**config.mk**
```make
export PLATFORM = sky130hd
export DESIGN_NAME = pipelined_carry_select_adder
export DESIGN_NICKNAME = d
export VERILOG_FILES = /design/src/rtl/pipelined_carry_select_adder_pkg.sv /design/src/rtl/pipelined_carry_select_adder_stage.sv /design/src/rtl/pipelined_carry_select_adder.sv
export SDC_FILE = /design/constraint.sdc
export NUM_CORES = 1
export LEC_CHECK = 0
export ABC_AREA = 1
export BUFFER_PORTS_ARGS = -buffer_cell sky130_fd_sc_hd__buf_2
export CORE_ASPECT_RATIO = 1.75
export CORE_MARGIN = 2
export CORE_UTILIZATION = 35
export DETAILED_ROUTE_END_ITERATION = 12
export PLACE_DENSITY_LB_ADDON = 0.2
export SKIP_CTS_REPAIR_TIMING = 1
export SLEW_MARGIN = 40
export SYNTH_ARGS = -nofsm -noshare
export SYNTH_HDL_FRONTEND = slang
export SYNTH_SLANG_ARGS = --single-unit
```
**constraint.sdc**
```tcl
create_clock -name clk -period 5.6 [get_ports clk]
set_input_delay 1.4 -clock clk [delete_from_list [all_inputs] [get_ports clk]]
set_output_delay 1.4 -clock clk [all_outputs]
set_load 0.05 [all_outputs]
```
**src/rtl/pipelined_carry_select_adder_pkg.sv**
```systemverilog
// Shared definitions for the pipelined carry-select adder/subtractor.
//
// Contents:
//   DEFAULT_WIDTH        default operand/result width
//   DEFAULT_BLOCK_WIDTH  default number of bits resolved per pipeline stage
//   split_is_valid()     true when the operand width divides into whole blocks
package pipelined_carry_select_adder_pkg;

    localparam int DEFAULT_WIDTH       = 32;
    localparam int DEFAULT_BLOCK_WIDTH = 8;

    function automatic bit split_is_valid(input int width, input int block_width);
        return (block_width > 0) && (width >= block_width) && ((width % block_width) == 0);
    endfunction

endpackage

```
**src/rtl/pipelined_carry_select_adder_stage.sv**
```systemverilog
// carry_select_stage: combinational carry-select block for one pipeline stage.
// Both carry-in hypotheses are evaluated in parallel and the real carry-in
// picks one of them.
//
// Ports:
//   a, b          in   BLOCK_WIDTH  operand slices (b already inverted for subtract)
//   carry_in      in   1            carry from the previous block
//   sum           out  BLOCK_WIDTH  selected sum slice
//   carry_out     out  1            carry out of the block MSB
//   msb_carry_in  out  1            carry into the block MSB (for signed overflow)
module carry_select_stage
    import pipelined_carry_select_adder_pkg::*;
#(
    parameter int BLOCK_WIDTH = DEFAULT_BLOCK_WIDTH
) (
    input  logic [BLOCK_WIDTH-1:0] a,
    input  logic [BLOCK_WIDTH-1:0] b,
    input  logic                   carry_in,
    output logic [BLOCK_WIDTH-1:0] sum,
    output logic                   carry_out,
    output logic                   msb_carry_in
);

    logic [BLOCK_WIDTH:0] res_c0;
    logic [BLOCK_WIDTH:0] res_c1;

    assign res_c0 = {1'b0, a} + {1'b0, b};
    assign res_c1 = {1'b0, a} + {1'b0, b} + (BLOCK_WIDTH + 1)'(1);

    assign sum       = carry_in ? res_c1[BLOCK_WIDTH-1:0] : res_c0[BLOCK_WIDTH-1:0];
    assign carry_out = carry_in ? res_c1[BLOCK_WIDTH]     : res_c0[BLOCK_WIDTH];

    // The carry into the MSB is the carry out of the lower BLOCK_WIDTH-1 bits,
    // also precomputed for both carry-in values. A 1-bit block has no lower
    // bits, so its MSB carry-in is simply the block carry-in.
    if (BLOCK_WIDTH == 1) begin : g_msb_single
        assign msb_carry_in = carry_in;
    end else begin : g_msb_multi
        logic [BLOCK_WIDTH-1:0] low_c0;
        logic [BLOCK_WIDTH-1:0] low_c1;

        assign low_c0       = {1'b0, a[BLOCK_WIDTH-2:0]} + {1'b0, b[BLOCK_WIDTH-2:0]};
        assign low_c1       = low_c0 + BLOCK_WIDTH'(1);
        assign msb_carry_in = carry_in ? low_c1[BLOCK_WIDTH-1] : low_c0[BLOCK_WIDTH-1];
    end

endmodule

```
**src/rtl/pipelined_carry_select_adder.sv**
```systemverilog
// pipelined_carry_select_adder: registered carry-select adder/subtractor with a
// valid/ready stream interface. Stage k resolves bits [k*BLOCK_WIDTH +: BLOCK_WIDTH]
// and carries the still-unresolved upper operand bits forward, so a result
// appears WIDTH/BLOCK_WIDTH cycles after acceptance. A single global stall
// (advance) freezes every stage when the output is blocked.
//
// Ports:
//   clk        in   1      clock, rising edge
//   rst_n      in   1      synchronous active-low reset
//   in_valid   in   1      operand beat valid
//   in_ready   out  1      beat accepted this cycle when in_valid is also high
//   a, b       in   WIDTH  operands
//   carry_in   in   1      carry into bit 0 (ignored when subtracting)
//   sub        in   1      1 = a - b
//   out_valid  out  1      result beat valid
//   out_ready  in   1      downstream accepts result
//   sum        out  WIDTH  result
//   carry_out  out  1      carry out of MSB (subtract: 1 = no borrow)
//   overflow   out  1      two's-complement signed overflow
module pipelined_carry_select_adder
    import pipelined_carry_select_adder_pkg::*;
#(
    parameter int WIDTH       = DEFAULT_WIDTH,
    parameter int BLOCK_WIDTH = DEFAULT_BLOCK_WIDTH
) (
    input  logic             clk,
    input  logic             rst_n,
    input  logic             in_valid,
    output logic             in_ready,
    input  logic [WIDTH-1:0] a,
    input  logic [WIDTH-1:0] b,
    input  logic             carry_in,
    input  logic             sub,
    output logic             out_valid,
    input  logic             out_ready,
    output logic [WIDTH-1:0] sum,
    output logic             carry_out,
    output logic             overflow
);

    localparam int NUM_BLOCKS = WIDTH / BLOCK_WIDTH;

    if (!split_is_valid(WIDTH, BLOCK_WIDTH)) begin : g_bad_split
        $error("pipelined_carry_select_adder: WIDTH must be a multiple of BLOCK_WIDTH");
    end

    logic             advance;
    logic [WIDTH-1:0] b_eff;
    logic             carry_entry;

    // in_ready depends only on the output handshake, never on in_valid.
    assign advance     = !out_valid || out_ready;
    assign in_ready    = advance;

    // Subtraction is a + ~b + 1, so the entry carry is forced to 1.
    assign b_eff       = sub ? ~b : b;
    assign carry_entry = sub ? 1'b1 : carry_in;

    for (genvar k = 0; k < NUM_BLOCKS; k++) begin : g_stage
        localparam int LO_W = (k + 1) * BLOCK_WIDTH;

        logic [BLOCK_WIDTH-1:0] blk_a;
        logic [BLOCK_WIDTH-1:0] blk_b;
        logic                   blk_cin;
        logic [BLOCK_WIDTH-1:0] blk_sum;
        logic                   blk_cout;
        logic                   blk_msb_carry;
        logic                   valid_d;
        logic [LO_W-1:0]        sum_d;

        logic                   valid_q;
        logic                   carry_q;
        logic [LO_W-1:0]        sum_q;

        // Stage 0 takes its block straight from the ports; later stages take
        // the lowest unresolved slice and the carry registered by the stage before.
        if (k == 0) begin : g_src
            assign blk_a   = a[BLOCK_WIDTH-1:0];
            assign blk_b   = b_eff[BLOCK_WIDTH-1:0];
            assign blk_cin = carry_entry;
            assign valid_d = in_valid;
            assign sum_d   = blk_sum;
        end else begin : g_src
            assign blk_a   = g_stage[k-1].g_ops.a_hi[BLOCK_WIDTH-1:0];
            assign blk_b   = g_stage[k-1].g_ops.b_hi[BLOCK_WIDTH-1:0];
            assign blk_cin = g_stage[k-1].carry_q;
            assign valid_d = g_stage[k-1].valid_q;
            assign sum_d   = {blk_sum, g_stage[k-1].sum_q};
        end

        carry_select_stage #(
            .BLOCK_WIDTH (BLOCK_WIDTH)
        ) u_carry_select_stage (
            .a            (blk_a),
            .b            (blk_b),
            .carry_in     (blk_cin),
            .sum          (blk_sum),
            .carry_out    (blk_cout),
            .msb_carry_in (blk_msb_carry)
        );

        // A bubble (valid_d = 0) still shifts through; its data is don't-care.
        always_ff @(posedge clk) begin
            if (!rst_n) begin
                valid_q <= 1'b0;
                carry_q <= 1'b0;
                sum_q   <= '0;
            end else if (advance) begin
                valid_q <= valid_d;
                carry_q <= blk_cout;
                sum_q   <= sum_d;
            end
        end

        // Upper operand bits that later stages still have to resolve.
        if (k < NUM_BLOCKS - 1) begin : g_ops
            localparam int HI_W = WIDTH - LO_W;

            logic [HI_W-1:0] a_hi_d;
            logic [HI_W-1:0] b_hi_d;
            logic [HI_W-1:0] a_hi;
            logic [HI_W-1:0] b_hi;

            if (k == 0) begin : g_in
                assign a_hi_d = a[WIDTH-1:BLOCK_WIDTH];
                assign b_hi_d = b_eff[WIDTH-1:BLOCK_WIDTH];
            end else begin : g_in
                assign a_hi_d = g_stage[k-1].g_ops.a_hi[HI_W+BLOCK_WIDTH-1:BLOCK_WIDTH];
                assign b_hi_d = g_stage[k-1].g_ops.b_hi[HI_W+BLOCK_WIDTH-1:BLOCK_WIDTH];
            end

            always_ff @(posedge clk) begin
                if (!rst_n) begin
                    a_hi <= '0;
                    b_hi <= '0;
                end else if (advance) begin
                    a_hi <= a_hi_d;
                    b_hi <= b_hi_d;
                end
            end
        end

        // Signed overflow only has meaning at the true MSB of the word.
        if (k == NUM_BLOCKS - 1) begin : g_last
            logic ovf_q;

            always_ff @(posedge clk) begin
                if (!rst_n) begin
                    ovf_q <= 1'b0;
                end else if (advance) begin
                    ovf_q <= blk_cout ^ blk_msb_carry;
                end
            end
        end else begin : g_mid
            logic unused_msb_carry;
            assign unused_msb_carry = blk_msb_carry;
        end
    end

    assign out_valid = g_stage[NUM_BLOCKS-1].valid_q;
    assign sum       = g_stage[NUM_BLOCKS-1].sum_q;
    assign carry_out = g_stage[NUM_BLOCKS-1].carry_q;
    assign overflow  = g_stage[NUM_BLOCKS-1].g_last.ovf_q;

endmodule

```
# Word level (Yosys, flattened, before mapping)
# Index checks and enable logic that the tools add are counted.
[totals] latchBits=0 out_inout_bits=36 reg_bits=185 elab_cells=44 mem_bits_rw=0 n_memories=0 input_bits=70 romBits=0
[op_classes] n_reduce_logical=2 shift=0 eq_ne=0 n_bitwise=2 magnitude_cmp=0 mux=11 add_sub_neg=10 mul=0 n_div=0
[ops] cell="adder 8 x 8 -> 9 bit" n=4
[ops] cell="adder 9 x 1 -> 9 bit, second input constant" n=4
[ops] cell="2-to-1 mux 32 bit" n=1
[ops] cell="2-to-1 mux 8 bit" n=4
[ops] cell="NOT 32 bit" n=1
[ops] cell="adder 7 x 7 -> 8 bit" n=1
[ops] cell="adder 8 x 1 -> 8 bit, second input constant" n=1
[ops] cell="2-to-1 mux 1 bit" n=6
[ops] cell="logical NOT 1 bit" n=1
[ops] cell="logical OR 1 bit" n=1
[ops] cell="XOR 1 bit" n=1

# Depth between registers and ports, before layout
# Gate-level depths: netlist of run 1.
[logic_depth] word_depth=5 depth_mapped=17 mapped_depth_nobuf=16

# Cells and area by module
# A second synthesis of run 1 with hierarchy kept.
[unflattened] cells_unflattened=1469 area_unflattened_um2=10291.1
[by_module_without_submodules] module="pipelined_carry_select_adder" seq_area_each_um2=3703.6 area_each_um2=7384.6 n_inst=1 cells_each=949
[by_module_without_submodules] module="carry_select_stage at g_stage[1].u_carry_select_stage ..." seq_area_each_um2=0.0 area_each_um2=723.2 n_inst=3 cells_each=130
[by_module_without_submodules] module="carry_select_stage at g_stage[0].u_carry_select_stage" seq_area_each_um2=0.0 area_each_um2=737.0 n_inst=1 cells_each=130

# Worst setup path before layout of run 1
# Ideal clock, no wire load.
[synth_timing] path_kind="input to output" from="input out_ready" to="output in_ready" path_slack_ns=1.741 required_ns=4.200 path_stages=4 n_path_buf=2 arrival_time_ns=2.459 path_cell_list="nor2_2 inv_2 clkbuf_1 clkbuf_1"
[synth_between] elab_chain_cells=1
[synth_rtl] element="from (decl)" line="pipelined_carry_select_adder.sv:35" rtl="input logic out_ready,"
[synth_rtl] element="logical OR 1 bit" line="pipelined_carry_select_adder.sv:52" rtl="assign advance = !out_valid || out_ready;"
[synth_rtl] element="to (decl)" line="pipelined_carry_select_adder.sv:29" rtl="output logic in_ready,"
# Every way passes these cells.

# Worst setup path in the final report of run 1
# Same ends and word-level chain as after synthesis.

==> results of run 1 <==
path summary, 6_finish.rpt:
check,slack (ns),end,from,cells after the start
max reg2reg,3.32,overflow,g_stage[2].g_ops.a_hi[0],12
max,2.03,in_ready,out_ready,4
min reg2reg,0.45,g_stage[1].g_ops.b_hi[3],g_stage[0].g_ops.b_hi[11],2
min,0.45,g_stage[1].g_ops.b_hi[3],g_stage[0].g_ops.b_hi[11],2
metrics by stage:
stage | power [W] | instances | hold slack (ns) | setup slack [ns] | cell area (um2)
finish | 0.00316 | 1539 | 0.445 | 2.03 | 9950
global route | 0.00333 | 1539 | 0.480 | 1.97 | 9950
CTS | 0.00321 | 1539 | 0.446 | 2.02 | 9950
detailed placement | 0.00201 | 1507 | 0.434 | 1.80 | 9370
floorplan | 0.00188 | 1148 | 0.420 | 1.74 | 8630
global placement | 0.00200 | 1507 | 0.430 | 1.85 | 9360
cells by family (layout without fill, tap and decap cells):
logic type	after synthesis	after routing	synth area share [%]
DFF	185	185	42.9
muxes	3	3	0.348
xor gates and xnor gates	71	71	7.64
AOI/OAI and AO/OA	277	277	16.4
and+or+nand+nor	437	437	20.6
adders and majority gates	40	40	6.14
buffers and inverters	135	214	6.00
cell usage after synthesis (3+ instances only):
library cell / count / area, um2
nand4_1: 9 / 56.3
mux2i_1: 3 / 30.0
a21oi_1: 78 / 390
nand2_2: 7 / 43.8
o21ai_0: 186 / 931
nand2_1: 111 / 417
nor2_2: 9 / 56.3
ha_1: 36 / 450
o21bai_1: 8 / 60.1
xor2_1: 19 / 166
inv_1: 68 / 255
nand3_1: 36 / 180
fa_1: 4 / 80.1
xnor2_1: 47 / 412
clkbuf_1: 58 / 218
dfxtp_1: 185 / 3700
buf_2: 5 / 25.0
nor2_1: 259 / 972
xor2_2: 5 / 81.3
critical path, stage by stage:
cell and delay [ns]:
buf_2 0.10, nor2_4 0.05, inv_6 0.27, buf_2 0.34
power breakdown:
group	internal (W)	switching, W
sequential	0.00143	0.0000539
clock	0.000663	0.000530
combinational	0.000185	0.000303
total	0.00228	0.000887
routing by layer:
metal  up-vias  wire [um]  track usage [%]
li1       3855          -                -
met1      3236       8100             16.4
met2        86       9910             28.1
met3        16        535             3.50
met4         0        291             4.64
met5         -          0                0
layout make-up:
class,instances,share of cell area [%]
clock buffer,20,4.39
sequential,185,37.2
multi-input combinational,828,44.4
clock inverter,12,1.45
timing repair buffer,112,5.95
tap,312,3.92
inverter,70,2.69
sequential cells by signal, summed over array words and instances, names as in the netlist:
register	cells
g_stage.sum_q	48
g_stage.valid_q	3
out_valid	1
g_stage.carry_q	3
g_stage.g_ops.b_hi	48
g_stage.g_ops.a_hi	48
overflow	1
carry_out	1
sum	32
==> flow_summary.yaml, run 1 <==
detailed_routing:
  ant_nets: 0
  remaining_drc_errors: 0
  routed_wl_mm: 18.8
  viasPerCell: 4.67
  vias: 7193
  drt-wirelength-per-cell_um: 12.2
  firstDrtPassIters: 4
  drt_iter0_markers: 316
clock_network:
  cts-root-buf: "clkbuf_16"
  cts_tree: "yes"
  cts_buffers: 17
  clk_pin_slew_ns: 0.06
  cts_max_path_buffers: 2
  h-tree-depth: 4
  cts.sinks: 185
  clock_latency_ns: 0.44
global_route:
  antenna_found_initial: 0
  overflow: 0
  grtUsageTotal_pct: 15.0
  grt_max_degree: 121
  grt_pass1_vias: 6672
  grt_pass1_wl_mm: 31.0
synthesis:
  ys_seq_elements: 185
  synth_edf_count: 0
  synth_cells: 1148
  seq_area_frac_synth_pct: 42.9
  ys_dominant_reg_cell: "dfxtp_1"
  syn_area_um2: 8630
  ys_warn_count: 0
  synth.avg_cell_area_um2: 7.52
  syn_nets: 1258
  synthArstFlopShare_pct: 0
  ys_types: 30
timing:
  period_share_pct: 63.8
  drv_slew: 0
  setup_viol: 0
  worst_pin_slew_ns: 0.788
  finalClockSkew_ns: 0.00763
  min_period_ns: 3.57
  maxSlewHeadroom_pct: 47.5
  setup_tns_ns: 0
  fmax_mhz: 280
  rsz0062_at_grt: "no"
  hold_violations: 0
pwr:
  ir_drop_v: 0.000194
  p_leak_nw: 4.87
  p_per_area_nw_per_um2: 318
finish:
  finalNetCount: 1324
  final_cell_mix: "nor2_1 (259), o21ai_0 (186), dfxtp_1 (185)"
  seq_area_um2: 3700
  multi_input_area_um2: 4420
  areaGrowthSynthToFinish_pct: 15.3
  drive_gt1_share_pct: 13.6
  fill_cells: 2638
  final_common_cell: "nor2_1"
  num_antenna_cells: 0
  fin_util_pct: 40.7
worst_setup_path:
  crit_type: "in -> out"
  crit_arrival_ns: 2.17
  critPathRequiredTime_ns: 4.20
  cp-end-kind: "output pin"
  cp-start-kind: "input port"
  cp_max_fo: 54
die:
  initial_utilization_pct: 35.3
  rows: 76
  coreArea_um2: 24400
  die_area_um2: 26000
  die_x_um: 123
  die_h_um: 212
  io_pins: 106
placed_design:
  port_buffers: 105
  routabilityCongestion: 0.797
  dp.final_hpwl_mm: 12.6
run_status:
  outcome: "complete, no violations"
job:
  cap_violations: 0
hold_path:
  hp-class: "reg -> reg"
Note: power is estimated with default switching activity, not from simulation.
==> run 2: changes to the inputs <==
ABC_AREA = 0   (was 1)
clock period = 3.05 ns   (was 5.6 ns; I/O delays follow)
==> run 2 against run 1 <==
Final area shrank 0.72%. Setup slack lost 1.7 ns. Flip-flop and latch count is the same. Routed wire length shrank 2.3%. Sequential power grew 81%. Die area shrank 2.1%. Global-route usage is essentially flat. Sequential share of layout area grew 0.27 points. Combinational power grew 62%. Critical endpoint is now overflow.
==> flow_summary.yaml, run 2 <==
hold_path:
  hp-class: "reg -> reg"
  hold_path_depth: 2
  hp-start: "sum[8]"
  hold_path_end: "sum[8]"
pwr:
  ir_drop_v: 0.000360
  p_leak_nw: 4.17
  seqPwrFrac_pct: 46.6
  clockPowerShare_pct: 39.7
  p_per_area_nw_per_um2: 582
  power_frac_comb_pct: 13.8
  power.internal_w: 0.00429
  swShare_pct: 25.5
  power.net_switching_w: 0.00147
detailed_routing:
  routed_wl_mm: 18.4
  drt_iter0_markers: 255
  ant_nets: 0
  firstDrtPassIters: 6
  remaining_drc_errors: 0
  drt-wirelength-per-cell_um: 13.1
  viasPerCell: 4.86
  vias: 6833
worst_setup_path:
  crit_family: "compound AO/OA/AOI/OAI gates"
  rrSetupSlack_ns: 0.37
  path_cells: "ha_1 -> fa_1 -> a211oi_2 -> nor2_1 -> o311ai_2 -> o2111ai_1 -> xor2_1 -> nor3b_1 -> a211o_1"
  critPathRequiredTime_ns: 3.38
  r2r_cells: 9
  crit_arrival_ns: 3.01
  cp-end-kind: "register"
  cp_max_fo: 3
  crit_type: "reg -> reg"
  slowest_stage: "fa_1"
  r2r_end: "overflow"
  rr_startpoint: "g_stage[2].g_ops.a_hi[0]"
  cp-start-kind: "register"
  cp_num_buf_inv: 0
  cp_slowest_stage_delay_ns: 0.43
synthesis:
  ys_seq_elements: 185
  syn_area_um2: 8450
  synth_cells: 1015
  ys_top_cells_by_area: "dfxtp_1 (44%), nand2_1 (12%), a21oi_1 (8.4%)"
  synth_top_area_cell: "dfxtp_1"
  yosys.area.top_type_share_pct: 43.8
  synth.avg_cell_area_um2: 8.32
  syn_nets: 1125
  ys_warn_count: 0
  synthArstFlopShare_pct: 0
  ys_dominant_reg_cell: "dfxtp_1"
  synth_most_common_cell: "nand2_1"
  ys_types: 63
  synth_edf_count: 0
  synthTopCellsByCount: "nand2_1 (261), dfxtp_1 (185), a21oi_1 (142), nor2_1 (67), xnor2_1 (50)"
  seq_area_frac_synth_pct: 43.8
die:
  die_area_um2: 25400
  io_pins: 106
  die_x_um: 121
  rows: 75
  coreArea_um2: 23800
  initial_utilization_pct: 35.4
  die_h_um: 210
timing:
  period_share_pct: 87.7
  setup_slack_ns: 0.374
  setup_viol: 0
  finalClockSkew_ns: 0.00736
  rsz0062_at_grt: "no"
  drv_slew: 0
  min_period_ns: 2.68
  worst_pin_slew_ns: 0.697
  setup_tns_ns: 0
  hold_violations: 0
  fmax_mhz: 374
  maxSlewHeadroom_pct: 53.5
clock_network:
  clk_pin_slew_ns: 0.07
  cts_buffers: 17
  cts.sinks: 185
  cts-root-buf: "clkbuf_16"
  cts_tree: "yes"
  cts_max_path_buffers: 2
  clock_latency_ns: 0.44
  h-tree-depth: 4
placed_design:
  routabilityCongestion: 0.822
  dpl_worst_slack_ns: 0.0560
  dp.final_hpwl_mm: 13.0
  placed_cell_area_um2: 9270
  port_buffers: 105
global_route:
  grt_pass1_vias: 6422
  grt_max_degree: 139
  overflow: 0
  antenna_found_initial: 0
  grtUsageTotal_pct: 15.1
  grt_pass1_wl_mm: 30.9
finish:
  multi_input_area_um2: 4440
  finalNetCount: 1197
  top_regs: "g_stage.g_ops.a_hi (48), g_stage.g_ops.b_hi (48), g_stage.sum_q (48)"
  final_common_cell: "nand2_1"
  areaGrowthSynthToFinish_pct: 17.0
  drive_gt1_share_pct: 15.6
  seq_area_um2: 3700
  num_antenna_cells: 0
  stdcell_area_um2: 9880
  fill_cells: 2546
  final_cell_mix: "nand2_1 (261), dfxtp_1 (185), a21oi_1 (142)"
job:
  cap_violations: 0
run_status:
  outcome: "complete, no violations"
## run 2: cell types whose count changed after synthesis, sizes merged, moves of 7 or more
cell    change
buf        +12
a21oi      +65
nor2      -201
clkbuf     -10
nor3        +7
nand2     +143
o21ai     -175
a21o       +10
nand3      -29
inv        -60
a211oi     +51
## run 2: worst min-delay path, cell delays in order, from the launching register on
cell and delay (ns):
dfxtp_1 0.31, nand2_1 0.05, a21oi_1 0.05
## run 2: final cells by class
class                   count  area share [%]
flip-flops and latches    185            37.5
repair buffers            120            6.97
inverters                  11           0.494
well taps                 308            3.90
multi-input cells         752            44.9
clock inverters            10            1.44
clock buffers              21            4.76
## run 2: logic make-up (layout without fill, tap and decap cells)
logic type | count (synthesis) | count (layout) | synth area share, %
AOI/OAI and AO/OA | 250 | 250 | 18.8
adders and majority gates | 40 | 40 | 6.28
DFF | 185 | 185 | 43.8
xor gates and xnor gates | 78 | 78 | 8.18
muxes | 3 | 3 | 0.356
and+or+nand+nor | 381 | 381 | 18.9
buffers and inverters | 78 | 162 | 3.64
## run 2: power groups by stage
stage	clock, W	sequential, W	combinational (W)
after global placement	0	0.00273	0.000796
after floorplan	0	0.00278	0.000538
after global routing	0.00245	0.00270	0.000894
after CTS	0.00236	0.00268	0.000809
final	0.00228	0.00268	0.000793
after detailed placement	0	0.00274	0.000805
## run 2: worst max-delay path by stage
| stage | startpoint | to | cells after the start |
|---|---|---|---|
| after floorplan | sub | g_stage[0].sum_q[7] | 13 |
| after global placement | sub | g_stage[0].sum_q[7] | 12 |
| after detailed placement | sub | g_stage[0].carry_q | 11 |
| after CTS | g_stage[2].g_ops.a_hi[0] | overflow | 9 |
| after global routing | g_stage[2].g_ops.a_hi[0] | overflow | 9 |
| final | g_stage[2].g_ops.a_hi[0] | overflow | 9 |
## run 2: metal layers
metal	global-route usage, %	wire length [um]	vias to the layer above
li1	-	-	3607
met5	0	0	-
met4	6.46	371	0
met1	17.9	8200	3102
met3	2.80	519	23
met2	26.2	9310	101
## run 2: per-stage QoR
step           hold slack, ns  utilization (%)  power, W  instances
2_1_floorplan           0.432                -   0.00332       1015
3_3_place_gp            0.439             38.9   0.00353       1376
3_5_place_dp            0.441             38.9   0.00354       1376
4_1_cts                 0.450             41.4   0.00585       1407
5_1_grt                 0.468             41.4   0.00604       1407
6_report                0.447             41.4   0.00575       1407
